**config.mk**
```make
export PLATFORM = sky130hd
export DESIGN_NAME = dmem_arbiter
export DESIGN_NICKNAME = d
export VERILOG_FILES = /design/src/rtl/dmem_arbiter.sv
export SDC_FILE = /design/constraint.sdc
export NUM_CORES = 1
export LEC_CHECK = 0
export CAP_MARGIN = 20
export CORE_AREA = 2 2 95 97
export DETAILED_ROUTE_END_ITERATION = 7
export DIE_AREA = 0 0 97 99
export PLACE_DENSITY = 0.81
export REMOVE_ABC_BUFFERS = 1
export SLEW_MARGIN = 10
export SYNTH_ARGS = -nofsm -noshare
export SYNTH_HDL_FRONTEND = slang
export SYNTH_SLANG_ARGS = --single-unit
```
**constraint.sdc**
```tcl
create_clock -name clk -period 1.6 [get_ports clk]
set_clock_uncertainty 0.05 [all_clocks]
set_input_delay 0.16 -clock clk [delete_from_list [all_inputs] [get_ports clk]]
set_output_delay 0.16 -clock clk [all_outputs]
set_load 0.01 [all_outputs]
```
**src/rtl/dmem_arbiter.sv**
```systemverilog
// dmem_arbiter: shares one single-port data memory between a fixed-priority port 0 and an aged port 1,
// steering each read return back to the port that issued it.
module dmem_arbiter #(
    parameter int DATA_W   = 32,
    parameter int ADDR_W   = 9,
    parameter int RD_LAT   = 1,
    parameter int MAX_WAIT = 4
) (
    input  logic              clk,
    input  logic              reset,
    input  logic              req0,
    input  logic              req1,
    input  logic              we0,
    input  logic              we1,
    input  logic [ADDR_W-1:0] addr0,
    input  logic [ADDR_W-1:0] addr1,
    input  logic [DATA_W-1:0] wdata0,
    input  logic [DATA_W-1:0] wdata1,
    output logic              gnt0,
    output logic              gnt1,
    output logic              rvalid0,
    output logic              rvalid1,
    output logic [DATA_W-1:0] rdata0,
    output logic [DATA_W-1:0] rdata1,
    output logic              mem_wr,
    output logic              mem_rd,
    output logic [ADDR_W-1:0] mem_addr,
    output logic [DATA_W-1:0] mem_wr_data,
    input  logic [DATA_W-1:0] mem_rd_data,
    output logic [15:0]       conflict_cnt
);
    localparam int WC_W = $clog2(MAX_WAIT + 1);

    logic [WC_W-1:0]   wait_q, wait_d;
    logic [RD_LAT-1:0] vld_q, vld_d, port_q, port_d;
    logic [15:0]       conf_q, conf_d;
    logic              any_gnt, sel_we;

    always_comb begin
        gnt1        = !reset && req1 && (!req0 || wait_q == WC_W'(MAX_WAIT));
        gnt0        = !reset && req0 && !gnt1;
        any_gnt     = gnt0 || gnt1;
        sel_we      = gnt1 ? we1 : we0;
        mem_wr      = any_gnt && sel_we;
        mem_rd      = any_gnt && !sel_we;
        mem_addr    = gnt1 ? addr1 : gnt0 ? addr0 : '0;
        mem_wr_data = gnt1 ? wdata1 : gnt0 ? wdata0 : '0;
        wait_d      = gnt1 ? '0 : (req1 && wait_q != WC_W'(MAX_WAIT)) ? wait_q + WC_W'(1) : wait_q;
        conf_d      = (req0 && req1 && conf_q != 16'hFFFF) ? conf_q + 16'd1 : conf_q;
        // Stage 0 enters at bit 0; the oldest read sits in the top bit.
        vld_d       = (vld_q << 1) | RD_LAT'(mem_rd);
        port_d      = (port_q << 1) | RD_LAT'(gnt1);
        rvalid0     = vld_q[RD_LAT-1] && !port_q[RD_LAT-1];
        rvalid1     = vld_q[RD_LAT-1] && port_q[RD_LAT-1];
        rdata0      = rvalid0 ? mem_rd_data : '0;
        rdata1      = rvalid1 ? mem_rd_data : '0;
        conflict_cnt = conf_q;
    end

    always_ff @(posedge clk or posedge reset) begin
        if (reset) begin
            wait_q <= '0;
            vld_q  <= '0;
            port_q <= '0;
            conf_q <= '0;
        end else begin
            wait_q <= wait_d;
            vld_q  <= vld_d;
            port_q <= port_d;
            conf_q <= conf_d;
        end
    end
endmodule

```
==> results.md <==
* Status: finished, violations left
* Failing checks: negative setup slack
* Worst slew margin at 76.52%
* Hold Fails Final Rpt at 0
* Die area at 9603 um2
* Net Switching at 1.246 mW
* Synthesized area at 1999 um2
* Sw frac at 35.79%
* Row count at 34
* Max_cap viols at 0
* Worst Slack Setup Final at -425.4 ps
* Placed Cells at 611
* Met2 GRT Util at 46.37%
* First-pass GRT wire length at 19.66 mm
* Post-synth EDFFs at 0
* Drc violations at 0
* Busiest grt layer: met2
* Yosys cell types at 40
* Worst endpoint required time at 1390 ps
* P_int at 2.235 mW
* Gr usage total at 26.54%
* Wire length per cell at 20.80 um
* RSZ-0062 raised after global routing: yes
* Met3 Usage GRT at 7.092%
* Peak VDD IR at 0.0004017 V
* GP Congestion at 0.8565
* Main synth FF type: dfrtp_1
* Total global routing overflow at 0
* IO Pins at 247
* Avg Vias per Cell at 5.012
* CTS Buffer Depth at 2
* Setup TNS at -16000 ps
* H-tree Lvls at 1
* I/O Buffers at 246
* Crit share post-route at 126.6%
* CTS tree: yes
* Reg clk slew, reported paths at 80 ps
* Top cell type's share of synthesized area at 26.28%
* Worst hold path class: in2async
* Area grow syn2layout at 169.1%
* Ys async rst share at 100.0%
* TritonCTS Buffers at 3
* Avg Inst Size Synth at 8.581 um2
* Via count at 3308
* Final antenna-violating net count at 0
* Clock power share at 10.2%
* Setup crit end kind: output pin
* CP Data Arrival Time at 1820 ps
* Crit path launch type: register
* Total wire length at 13.73 mm
* Largest net degree at the start of global routing at 34
* P_leak at 2.743 nW
* Worst Tran Pin Value at 351.5 ps
* Fin. max-slew vios at 0
* Clock sink total at 21
* DIE WIDTH at 97 um
* #FFs+latches synth at 21
* Crit path kind: reg2out
* Root Driver: clkbuf_8
* Setup-failing EPs final at 55
* Initial Util at 23.38%
* Synth top area cells: dfrtp_1 26%, a22o_1 18%, and2_1 11%, and3_1 11%, clkbuf_1 2.3%
* Share of cells above drive strength 1 at 45.60%
* Cells after Synth at 233
* Fillers at 732
* Yosys synthesis warning count at 0
* Core area at 8551 um2
* Met1 usage at 34.23%
* Nets at 670
* Hold_buf cts at 0
* First-pass DRT Iterations at 4
* Pwr Density at 647.1 nW/um2
* Crit Path Max Fanout at 5
* Largest area contributor in the netlist: dfrtp_1
* RR Startpoint: wait_q[0]
* 1st-iter DRT viols at 141
* Worst setup startpoint: wait_q[0]
* Clk Latency, worst-skew pair at 260 ps
* Maximum clock frequency at 0.4937 GHz
* Final Non-Filler Cells at 660
* Min cycle time layout at 2025 ps
* Final HPWL DP at 10.13 mm
* Vias in the first global route at 3380
* Die H at 99 um
* Comb pwr share at 67.6%
* Initial antenna violation count at 4
* Sequential cell fraction of total power at 22.1%
* Seq/Total Area, Yosys at 26.28%
cells in the mapped netlist, types with 2 or more instances:
master	instances
xor2_1	4
nand2b_1	4
and2_1	34
ha_1	3
inv_1	4
nor3_1	3
nand2_1	12
clkbuf_1	12
mux2_1	3
nor2_1	3
nand3_1	6
dfrtp_1	21
mux2_2	3
xnor2_1	3
o21ai_0	2
a22o_1	41
a31oi_1	2
and3_1	34
nor3_2	2
o31ai_1	2
buf_2	6
nand4_1	6
a21oi_1	6
routing by layer:
metal	vias up	share of wire, %
met5	-	0.28
met4	6	1.4
met3	27	8.8
met2	181	48
met1	1588	41
li1	1506	-
state kept, by name (all words and copies together), names as in the netlist:
register,count
port_q,1
conflict_cnt,16
wait_q,3
vld_q,1
cell type report:
cell class | count | area (um2) | share of cell area, %
multi-input combinational | 190 | 1594 | 29.63
timing repair buffer | 327 | 3048 | 56.65
antenna | 6 | 15.01 | 0.2791
tap | 108 | 135.1 | 2.512
inverter | 4 | 15.01 | 0.2791
sequential | 21 | 528.0 | 9.814
clock buffer | 4 | 45.04 | 0.8372
cells in the final DEF, fill, tap and decap left out, drive strengths merged, types with 3 or more instances in the layout:
master         synthesis  routed
clkdlybuf4s50          0     131
nor3                   5       5
nand2                 13      13
a21oi                  6       7
xnor2                  3       3
and2                  35      35
inv                    4       4
clkbuf                12       6
nand4                  8       8
xor2                   4       4
ha                     3       3
a22o                  41      41
nand3                  6       6
diode                  0       6
dlymetal6s2s           0       4
mux2                   7       7
buf                    7     187
dfrtp                 21      21
and3                  35      35
nor2                   4       4
nand2b                 4       4
logic make-up after synthesis:
family	Yosys count	synth area share [%]
flip-flops	21	26.28
AND/OR/NAND/NOR	116	36.92
XOR/XNOR	7	3.066
adder cells (fa/ha/maj)	3	1.878
multiplexers	8	4.630
buffers and inverters	23	5.068
AO/OA/AOI/OAI	55	22.15
metrics by stage:
stage | instance area, um2 | hold slack, ps | utilization [%] | setup WS [ps] | power, mW
2_1_floorplan | 1913 | 94.83 | - | -1785 | 1.392
3_3_place_gp | 4897 | 494.3 | 57.27 | -561.1 | 2.618
3_5_place_dp | 4897 | 511.1 | 57.27 | -615.2 | 2.669
4_1_cts | 5111 | 272.5 | 59.77 | -420.6 | 3.276
5_1_grt | 5365 | 316.7 | 62.75 | -498.2 | 3.696
6_report | 5380 | 295.0 | 62.92 | -425.4 | 3.481
power by group through the flow:
stage / registers [mW] / logic [mW] / clock network, mW
after floorplan: 0.846 / 0.546 / 0
after global placement: 0.744 / 1.87 / 0
after detailed placement: 0.749 / 1.92 / 0
after CTS: 0.750 / 2.15 / 0.371
after global routing: 0.788 / 2.52 / 0.391
final: 0.771 / 2.35 / 0.357
worst paths after layout:
kind / cells past startpoint / end / slack (ps)
max in group asynchronous: 3 / port_q / 970
worst min register to register: 1 / conflict_cnt[7] / 530
worst min-delay path: 3 / conflict_cnt[9] / 300
min in group clk: 4 / wait_q[2] / 390
worst max register to register: 9 / vld_q / -10
worst max-delay path: 9 / mem_addr[6] / -430
repair_timing:
item                                    CTS  global route
setup buffers                            22            16
hold endpoints to repair                  0             0
endpoints found under the setup margin  115           119
pin swaps                                12            31
cloned                                    9             2
gates resized for setup                 497            74
critical path: stages (launching register included):
cell	delay (ps)
dfrtp_1	400
inv_2	90
ha_4	160
buf_6	100
a31oi_4	90
buf_6	140
buf_12	120
buf_16	120
a22o_1	200
buf_6	120
Note: power is estimated with default switching activity, not from simulation.
